[config.mk]
export PLATFORM = sky130hd
export DESIGN_NAME = cnn_mac_rr_sched_flat
export DESIGN_NICKNAME = d
export VERILOG_FILES = /design/src/rtl/cnn_mac_rr_sched_if.sv /design/src/rtl/cnn_mac_rr_sched.sv /design/src/flat_wrapper.sv
export SDC_FILE = /design/constraint.sdc
export NUM_CORES = 1
export LEC_CHECK = 0
export CAP_MARGIN = 40
export CORE_MARGIN = 1
export CORE_UTILIZATION = 54
export DETAILED_ROUTE_END_ITERATION = 10
export PLACE_DENSITY = 0.81
export SYNTH_ARGS = -nofsm -noshare
export SYNTH_HDL_FRONTEND = slang
export SYNTH_SLANG_ARGS = --single-unit
[constraint.sdc]
create_clock -name ap_clk -period 4.95 [get_ports ap_clk]
set_input_delay 0.99 -clock ap_clk [delete_from_list [all_inputs] [get_ports ap_clk]]
set_output_delay 0.99 -clock ap_clk [all_outputs]
set_load 0.02 [all_outputs]
[src/rtl/cnn_mac_rr_sched_if.sv]
// Bus bundle for cnn_mac_rr_sched: requester beats, shared-multiplier operands/product, result stream.
// master is the environment side (PE lanes, shared multiplier, result sink); slave is the scheduler.
interface cnn_mac_rr_sched_if #(
    parameter int NUM_REQ = 4,
    parameter int A_W     = 14,
    parameter int B_W     = 7,
    parameter int P_W     = 21,
    parameter int ACC_W   = 32,
    parameter int ID_W    = 2
);
    logic [NUM_REQ-1:0]     req_valid;
    logic [NUM_REQ*A_W-1:0] req_a;
    logic [NUM_REQ*B_W-1:0] req_b;
    logic [NUM_REQ-1:0]     req_last;
    logic [NUM_REQ-1:0]     req_ready;
    logic [A_W-1:0]         mul_a;
    logic [B_W-1:0]         mul_b;
    logic [P_W-1:0]         mul_p;
    logic                   res_valid;
    logic                   res_ready;
    logic [ACC_W-1:0]       res_data;
    logic [ID_W-1:0]        res_id;
    logic                   busy;

    modport master (
        output req_valid, req_a, req_b, req_last, res_ready, mul_p,
        input  req_ready, mul_a, mul_b, res_valid, res_data, res_id, busy
    );

    modport slave (
        input  req_valid, req_a, req_b, req_last, res_ready, mul_p,
        output req_ready, mul_a, mul_b, res_valid, res_data, res_id, busy
    );
endinterface

[src/rtl/cnn_mac_rr_sched.sv]
// Round-robin scheduler sharing one external signed multiplier among NUM_REQ dot-product
// requesters, with one private accumulator per requester and a tagged result register.
module cnn_mac_rr_sched #(
    parameter int NUM_REQ = 4,
    parameter int A_W     = 14,
    parameter int B_W     = 7,
    parameter int P_W     = 21,
    parameter int ACC_W   = 32,
    parameter int ID_W    = 2
) (
    input  logic               ap_clk,
    input  logic               ap_rst_n,
    cnn_mac_rr_sched_if.slave  bus
);
    logic [ID_W-1:0]               rr_ptr;
    logic                          s1_valid;
    logic                          s1_last;
    logic [A_W-1:0]                s1_a;
    logic [B_W-1:0]                s1_b;
    logic [ID_W-1:0]               s1_id;
    logic [NUM_REQ-1:0][ACC_W-1:0] acc;
    logic [NUM_REQ-1:0]            open_q;
    logic                          res_valid_q;
    logic [ACC_W-1:0]              res_data_q;
    logic [ID_W-1:0]               res_id_q;

    logic                          stall;
    logic                          adv;
    logic                          accept;
    logic                          do_acc;
    logic [NUM_REQ-1:0]            grant;
    logic [ID_W-1:0]               gnt_id;
    logic [ID_W-1:0]               next_ptr;
    logic [A_W-1:0]                gnt_a;
    logic [B_W-1:0]                gnt_b;
    logic                          gnt_last;
    logic [ACC_W-1:0]              sum;

    assign stall  = s1_valid & s1_last & res_valid_q & ~bus.res_ready;
    assign adv    = ~s1_valid | ~stall;
    assign do_acc = s1_valid & ~stall;
    assign accept = |grant;

    // Two passes give a rotating priority with constant indices: first j >= rr_ptr, then the wrap.
    always_comb begin
        grant    = '0;
        gnt_id   = '0;
        gnt_a    = '0;
        gnt_b    = '0;
        gnt_last = 1'b0;
        if (adv && ap_rst_n) begin
            for (int unsigned j = 0; j < NUM_REQ; j++) begin
                if (grant == '0 && bus.req_valid[j] && j >= 32'(rr_ptr)) begin
                    grant[j] = 1'b1;
                    gnt_id   = ID_W'(j);
                    gnt_a    = bus.req_a[j*A_W +: A_W];
                    gnt_b    = bus.req_b[j*B_W +: B_W];
                    gnt_last = bus.req_last[j];
                end
            end
            for (int unsigned j = 0; j < NUM_REQ; j++) begin
                if (grant == '0 && bus.req_valid[j] && j < 32'(rr_ptr)) begin
                    grant[j] = 1'b1;
                    gnt_id   = ID_W'(j);
                    gnt_a    = bus.req_a[j*A_W +: A_W];
                    gnt_b    = bus.req_b[j*B_W +: B_W];
                    gnt_last = bus.req_last[j];
                end
            end
        end
    end

    always_comb begin
        next_ptr = gnt_id + 1'b1;
        if (gnt_id == ID_W'(NUM_REQ - 1)) begin
            next_ptr = '0;
        end
    end

    assign sum = acc[s1_id] + {{(ACC_W-P_W){bus.mul_p[P_W-1]}}, bus.mul_p};

    always_ff @(posedge ap_clk or negedge ap_rst_n) begin
        if (!ap_rst_n) begin
            rr_ptr      <= '0;
            s1_valid    <= 1'b0;
            s1_last     <= 1'b0;
            s1_a        <= '0;
            s1_b        <= '0;
            s1_id       <= '0;
            acc         <= '0;
            open_q      <= '0;
            res_valid_q <= 1'b0;
            res_data_q  <= '0;
            res_id_q    <= '0;
        end else begin
            if (accept) begin
                rr_ptr   <= next_ptr;
                s1_valid <= 1'b1;
                s1_a     <= gnt_a;
                s1_b     <= gnt_b;
                s1_id    <= gnt_id;
                s1_last  <= gnt_last;
            end else if (adv) begin
                s1_valid <= 1'b0;
            end

            if (do_acc) begin
                if (s1_last) begin
                    res_data_q     <= sum;
                    res_id_q       <= s1_id;
                    acc[s1_id]     <= '0;
                    open_q[s1_id]  <= 1'b0;
                end else begin
                    acc[s1_id]     <= sum;
                    open_q[s1_id]  <= 1'b1;
                end
            end

            // A new load wins over the consumer's accept, so back-to-back results keep res_valid high.
            if (do_acc && s1_last) begin
                res_valid_q <= 1'b1;
            end else if (res_valid_q && bus.res_ready) begin
                res_valid_q <= 1'b0;
            end
        end
    end

    assign bus.req_ready = grant;
    assign bus.mul_a     = s1_a;
    assign bus.mul_b     = s1_b;
    assign bus.res_valid = res_valid_q;
    assign bus.res_data  = res_data_q;
    assign bus.res_id    = res_id_q;
    assign bus.busy      = s1_valid | res_valid_q | (|open_q);
endmodule

[src/flat_wrapper.sv]
// flat-port wrapper written by rule: the top's interface ports become plain ports
module cnn_mac_rr_sched_flat 
#(
    parameter int NUM_REQ = 4,
    parameter int A_W     = 14,
    parameter int B_W     = 7,
    parameter int P_W     = 21,
    parameter int ACC_W   = 32,
    parameter int ID_W    = 2
)
  (ap_clk, ap_rst_n, bus_req_valid, bus_req_a, bus_req_b, bus_req_last, bus_res_ready, bus_mul_p, bus_req_ready, bus_mul_a, bus_mul_b, bus_res_valid, bus_res_data, bus_res_id, bus_busy);
  cnn_mac_rr_sched_if #(.NUM_REQ(NUM_REQ), .A_W(A_W), .B_W(B_W), .P_W(P_W), .ACC_W(ACC_W), .ID_W(ID_W)) bus_i ();
  input  logic ap_clk;
  input  logic ap_rst_n;
  input wire logic [$bits(bus_i.req_valid)-1:0] bus_req_valid;
  input wire logic [$bits(bus_i.req_a)-1:0] bus_req_a;
  input wire logic [$bits(bus_i.req_b)-1:0] bus_req_b;
  input wire logic [$bits(bus_i.req_last)-1:0] bus_req_last;
  input wire logic [$bits(bus_i.res_ready)-1:0] bus_res_ready;
  input wire logic [$bits(bus_i.mul_p)-1:0] bus_mul_p;
  output wire logic [$bits(bus_i.req_ready)-1:0] bus_req_ready;
  output wire logic [$bits(bus_i.mul_a)-1:0] bus_mul_a;
  output wire logic [$bits(bus_i.mul_b)-1:0] bus_mul_b;
  output wire logic [$bits(bus_i.res_valid)-1:0] bus_res_valid;
  output wire logic [$bits(bus_i.res_data)-1:0] bus_res_data;
  output wire logic [$bits(bus_i.res_id)-1:0] bus_res_id;
  output wire logic [$bits(bus_i.busy)-1:0] bus_busy;
  assign bus_i.req_valid = bus_req_valid;
  assign bus_i.req_a = bus_req_a;
  assign bus_i.req_b = bus_req_b;
  assign bus_i.req_last = bus_req_last;
  assign bus_i.res_ready = bus_res_ready;
  assign bus_i.mul_p = bus_mul_p;
  assign bus_req_ready = bus_i.req_ready;
  assign bus_mul_a = bus_i.mul_a;
  assign bus_mul_b = bus_i.mul_b;
  assign bus_res_valid = bus_i.res_valid;
  assign bus_res_data = bus_i.res_data;
  assign bus_res_id = bus_i.res_id;
  assign bus_busy = bus_i.busy;
  cnn_mac_rr_sched #(.NUM_REQ(NUM_REQ), .A_W(A_W), .B_W(B_W), .P_W(P_W), .ACC_W(ACC_W), .ID_W(ID_W)) u_core (.ap_clk(ap_clk), .ap_rst_n(ap_rst_n), .bus(bus_i));
endmodule
==> impl_metrics.env, run 1 <==
export IMPL_syn_to_final_growth_pct=26.6
export IMPL_maxCapViolations=0
export IMPL_routed_wl_met2_mm=14.7
export IMPL_drc=0
export IMPL_io_pins=177
export IMPL_synth_seq_cells=194
export IMPL_grt_pass1_wl_mm=47.9
export IMPL_leakage_nw=5.73
export IMPL_synth_main_ff_cell="dfrtp_1"
export IMPL_max_clock_path_buffers=2
export IMPL_maxSlewViolCount=0
export IMPL_antenna_found_initial=0
export IMPL_cts_tree="done"
export IMPL_synth_cell_type_count=60
export IMPL_clkPwrFrac_pct=15.0
export IMPL_synthArstFlopShare_pct=100
export IMPL_hold_path_class="reg2reg"
export IMPL_vias_per_cell=6.58
export IMPL_dpl_hpwl_mm=19.7
export IMPL_syn_nets=1115
export IMPL_rsz0062_at_grt="false"
export IMPL_num_vias=9008
export IMPL_synthTopCellsByArea="dfrtp_1, a22o_1, mux4_2"
export IMPL_crit_type="in2out"
export IMPL_place_port_buffers=176
export IMPL_clk_latency_ps=450
export IMPL_drt_iter0_drc=791
export IMPL_seq_area_frac_synth_pct=46.8
export IMPL_switching_share_pct=42.8
export IMPL_die_y_um=141
export IMPL_power_switching_mw=4.00
export IMPL_power_internal_mw=5.35
export IMPL_cts_sinks=194
export IMPL_period_share_pct=84.4
export IMPL_syn_avg_cell_area_um2=10.7
export IMPL_worstSetupEndpointType="output pin"
export IMPL_vdd_drop_max_mv=0.335
export IMPL_powerDensity_nw_per_um2=712
export IMPL_core_um2=18800
export IMPL_setup_viol=0
export IMPL_start_util_pct=55.3
export IMPL_synth_top_area_share_pct=46.8
export IMPL_fp_row_count=50
export IMPL_top_layer="met4"
export IMPL_arrival_ps=3190
export IMPL_holdWs_ps=475
export IMPL_nNetsFinal=1271
export IMPL_grt_ovfl_total=0
export IMPL_worst_slew_pin_slew_ps=733
export IMPL_grt_max_degree=64
export IMPL_relSlewSlack_pct=51.1
export IMPL_required_ps=3960
export IMPL_combPwrFrac_pct=56.1
export IMPL_ant_nets=0
export IMPL_post_synth_top_count_cell="dfrtp_1"
export IMPL_skew_ps=15.3
export IMPL_synth_common_cells="dfrtp_1, nand2_1, a22o_1, o21ai_0, clkbuf_1"
export IMPL_cp_start_kind="input port"
export IMPL_ctsResizeCount=0
export IMPL_synth_edf_count=0
export IMPL_htree_levels=4
export IMPL_drive_above_1_share_pct=12.3
export IMPL_max_freq_mhz=239
export IMPL_gp_congestion=0.921
export IMPL_dr_pass1_iters=7
export IMPL_grt_pass1_vias=9232
export IMPL_netlist_area_um2=10400
export IMPL_post_route_min_period_ps=4180
export IMPL_synth_top_cell_by_area="dfrtp_1"
export IMPL_grt_total_usage_pct=31.0
export IMPL_wl_per_cell_um=21.4
export IMPL_synth_warnings=0
export IMPL_final_hold_viol_count=0
export IMPL_status="completed"
export IMPL_critPathMaxFanout=6
export IMPL_die_width_um=141
export IMPL_wl_met3_mm=2.26
export IMPL_n_antenna_cell=0
export IMPL_root_buffer="clkbuf_16"
export IMPL_cts_buffers=17
export IMPL_netlist_instances=966
export IMPL_post_cts_buffers=0
export IMPL_dieArea_um2=19800
export IMPL_finalSetupTns_ps=0
export IMPL_drt_wl_total_mm=29.3
export IMPL_path_clk_slew_ps=70
export IMPL_p_seq_share_pct=29.0
export IMPL_hold_buffers=0
export IMPL_met1Wirelength_mm=11.5
## placed cells by master (no fill, tap or decap), types with 10 or more instances in the layout
master / instances
xnor2_1: 14
a222oi_1: 22
nor2_1: 45
a221oi_1: 21
o21ai_0: 53
a21oi_1: 28
mux2_2: 10
a22o_1: 105
dfrtp_1: 193
clkdlybuf4s50_1: 175
mux4_2: 32
xor2_1: 10
buf_4: 20
a311oi_1: 21
nand2_1: 162
clkbuf_16: 17
o21ai_1: 25
ha_1: 32
## metrics by stage
| stage | utilization [%] | setup WS (ps) | std cells | power (mW) | instance area [µm²] |
|---|---|---|---|---|---|
| 6_report | 70.0 | 772 | 1369 | 9.35 | 13100 |
| 4_1_cts | 70.0 | 786 | 1369 | 9.33 | 13100 |
| 5_1_grt | 70.0 | 646 | 1369 | 9.93 | 13100 |
| 3_3_place_gp | 66.2 | 858 | 1331 | 7.67 | 12400 |
| 2_1_floorplan | - | 910 | 966 | 6.23 | 10400 |
| 3_5_place_dp | 66.9 | 815 | 1337 | 7.88 | 12500 |
## per-layer routing
layer / GRT usage [%] / up-vias
met2: 52.4 / 469
met1: 39.6 / 4497
met5: 0 / -
li1: - / 3982
met4: 11.8 / 0
met3: 6.15 / 60
## power groups by stage
stage	registers [mW]	logic, mW	clock network, mW
after global routing	2.78	5.67	1.47
after CTS	2.70	5.23	1.40
after global placement	2.68	4.99	0
after detailed placement	2.71	5.17	0
final	2.71	5.24	1.40
after floorplan	2.84	3.39	0
## final cells by class
class                           count  area [µm²]
Sequential cell                   194        4860
Multi-Input combinational cell    696        5280
Tap cell                          234         293
Timing Repair Buffer              204        2090
Clock inverter                     10         125
Clock buffer                       22         464
Fill cell                        1365        5630
Inverter                            9        33.8
## cells by family after synthesis
logic type / after synthesis / synth area share, %
compound gates: 331 / 24.6
buf+inv: 76 / 2.87
flops: 194 / 46.8
simple gates: 260 / 10.7
mux: 43 / 8.18
fa+ha+maj: 33 / 4.05
xor+xnor: 29 / 2.81
## flip-flops by register name, summed over array words and instances (netlist names), named ones only
register              flops
u_core.acc              128
u_core.bus.res_id         2
u_core.bus.mul_a         14
u_core.bus.res_data      32
u_core.bus.res_valid      1
u_core.rr_ptr             2
u_core.s1_last            1
u_core.bus.mul_b          7
u_core.s1_id              2
u_core.s1_valid           1
## worst max-delay path: stages
cell and delay, ps:
clkdlybuf4s50_1 640, o21ai_0 220, a2bb2oi_1 310, nor3b_4 90, nor2_1 120, nor2_1 60, nor2_1 140, clkdlybuf4s50_1 620
## worst paths after layout
path,end,cells after the start,start,slack [ps]
worst max-delay path,bus_req_ready[1],8,bus_req_valid[1],770
worst min-delay path,u_core.bus.res_data[10]$_DFFE_PN0P_,2,u_core.bus.res_data[10]$_DFFE_PN0P_,480
worst max register to register,u_core.acc[119]$_DFFE_PN0P_,11,u_core.s1_id[1]$_DFFE_PN0P_,1160
worst min register to register,u_core.bus.res_data[10]$_DFFE_PN0P_,2,u_core.bus.res_data[10]$_DFFE_PN0P_,480
max in group asynchronous,u_core.acc[16]$_DFFE_PN0P_,3,ap_rst_n,3420
min in group asynchronous,u_core.acc[97]$_DFFE_PN0P_,1,ap_rst_n,490
(Power assumes the default switching activity.)
==> run 2: changes to the inputs <==
clock period = 4.4 ns   (was 4.95 ns; I/O delays follow)
==> impl_metrics.env, run 2 (synthesis gave the netlist of run 1 again) <==
export IMPL_status="completed"
export IMPL_path_clk_slew_ps=70
export IMPL_maxSlewViolCount=0
export IMPL_nNetsFinal=1274
export IMPL_drt_iter0_drc=779
export IMPL_drive_above_1_share_pct=12.7
export IMPL_dpl_hpwl_mm=19.7
export IMPL_post_route_util_pct=69.9
export IMPL_design_area_um2=13100
export IMPL_maxCapViolations=0
export IMPL_dr_pass1_iters=7
export IMPL_final_hold_viol_count=0
export IMPL_gp_congestion=0.920
export IMPL_root_buffer="clkbuf_16"
export IMPL_max_freq_mhz=256
export IMPL_clk_latency_ps=440
export IMPL_critPathMaxFanout=6
export IMPL_start_util_pct=55.3
export IMPL_final_cell_mix="dfrtp_1, clkdlybuf4s50_1, nand2_1"
export IMPL_fp_row_count=50
export IMPL_grt_total_usage_pct=29.8
export IMPL_slowest_stage="clkdlybuf4s50_1"
export IMPL_worst_slew_pin_slew_ps=733
export IMPL_path_common_cell="nor2_1"
export IMPL_drc=0
export IMPL_crit_type="in2out"
export IMPL_crit_family="buffers and inverters"
export IMPL_rsz0062_at_grt="false"
export IMPL_wl_per_cell_um=20.7
export IMPL_dieArea_um2=19800
export IMPL_worstSetupEndpointType="output pin"
export IMPL_hold_buffers=0
export IMPL_arrival_ps=3030
export IMPL_final_common_cell="dfrtp_1"
export IMPL_vdd_drop_max_mv=0.357
export IMPL_fin_cells=1372
export IMPL_holdWs_ps=358
export IMPL_finalSetupTns_ps=0
export IMPL_die_width_um=141
export IMPL_dp_cells=1340
export IMPL_top_register="u_core.acc"
export IMPL_p_total_mw=10.5
export IMPL_die_y_um=141
export IMPL_drt_wl_total_mm=28.4
export IMPL_relSlewSlack_pct=51.0
export IMPL_ctsResizeCount=0
export IMPL_powerDensity_nw_per_um2=797
export IMPL_grt_pass1_wl_mm=46.1
export IMPL_period_share_pct=88.8
export IMPL_required_ps=3520
export IMPL_grt_pass1_vias=8911
export IMPL_dpl_cell_area_um2=12500
export IMPL_cts_sinks=194
export IMPL_multi_input_area_um2=5270
export IMPL_ant_nets=0
export IMPL_antenna_found_initial=0
export IMPL_cts_tree="done"
export IMPL_num_vias=8864
export IMPL_setup_ws_ps=493
export IMPL_core_um2=18800
export IMPL_hold_path_class="in2async"
export IMPL_htree_levels=4
export IMPL_cp_slowest_stage_delay_ps=630
export IMPL_grt_max_degree=59
export IMPL_place_port_buffers=176
export IMPL_max_clock_path_buffers=2
export IMPL_vias_per_cell=6.46
export IMPL_n_antenna_cell=0
export IMPL_cts_buffers=17
export IMPL_post_cts_buffers=0
export IMPL_setup_viol=0
export IMPL_crit_buf_inv=2
export IMPL_nFillCells=1403
export IMPL_post_route_min_period_ps=3910
export IMPL_grt_ovfl_total=0
export IMPL_leakage_nw=5.72
export IMPL_crit_chain="clkdlybuf4s50_1, o21ai_0, a2bb2oi_1, nor3b_4, nor2_1, nor2_1, nor2_1, clkdlybuf4s50_1"
export IMPL_io_pins=177
export IMPL_largest_reg_flops=128
export IMPL_cp_start_kind="input port"
export IMPL_skew_ps=14.8
export IMPL_syn_to_final_growth_pct=26.5
export IMPL_dpl_worst_slack_ps=495
export IMPL_seq_area_um2=4860
## run 2: changes by cell type in the layout (fill, tap and decap cells not counted), sizes merged
cell	before	now
clkinv	5	2
inv	12	13
buf	28	31
clkbuf	23	21
clkinvlp	0	4
## run 2: routing by layer
metal	wire length (µm)	track usage, %
met3	2090	6.22
met1	11200	37.9
met4	781	11.0
met2	14300	50.6
met5	0	0
## run 2: final timing paths
path                            depth (start not counted)                                from  slack (ps)                                   to
worst max-delay path                                    8                    bus_req_valid[1]         490                     bus_req_ready[1]
worst min-delay path                                    1                            ap_rst_n         360           u_core.acc[58]$_DFFE_PN0P_
worst max register to register                         11         u_core.s1_id[0]$_DFFE_PN0P_         610  u_core.bus.res_data[29]$_DFFE_PN0P_
worst min register to register                          2  u_core.bus.res_data[5]$_DFFE_PN0P_         470   u_core.bus.res_data[5]$_DFFE_PN0P_
max in group asynchronous                               3                            ap_rst_n        3040           u_core.acc[10]$_DFFE_PN0P_
min in group ap_clk                                     2  u_core.bus.res_data[5]$_DFFE_PN0P_         470   u_core.bus.res_data[5]$_DFFE_PN0P_
## run 2: cell type report
cell class / count / share of cell area, %
clock inverters: 12 / 1.11
inverters: 9 / 0.257
well taps: 234 / 2.23
multi-input cells: 696 / 40.1
clock buffers: 20 / 3.56
repair buffers: 207 / 15.7
flip-flops and latches: 194 / 37.0
## run 2: power breakdown
part / switching [mW] / internal, mW
Sequential: 0.478 / 2.57
Clock: 0.705 / 0.894
Combinational: 3.26 / 2.55
Total: 4.44 / 6.01
## run 2: worst register-to-register path: stages (launching register included)
cell,delay (ps)
dfrtp_2,560
buf_4,390
mux4_2,580
ha_1,400
a21oi_2,240
o21ai_0,170
o2111ai_1,290
a21oi_1,150
a311oi_4,300
nand2b_2,110
xor2_2,180
mux2_4,280
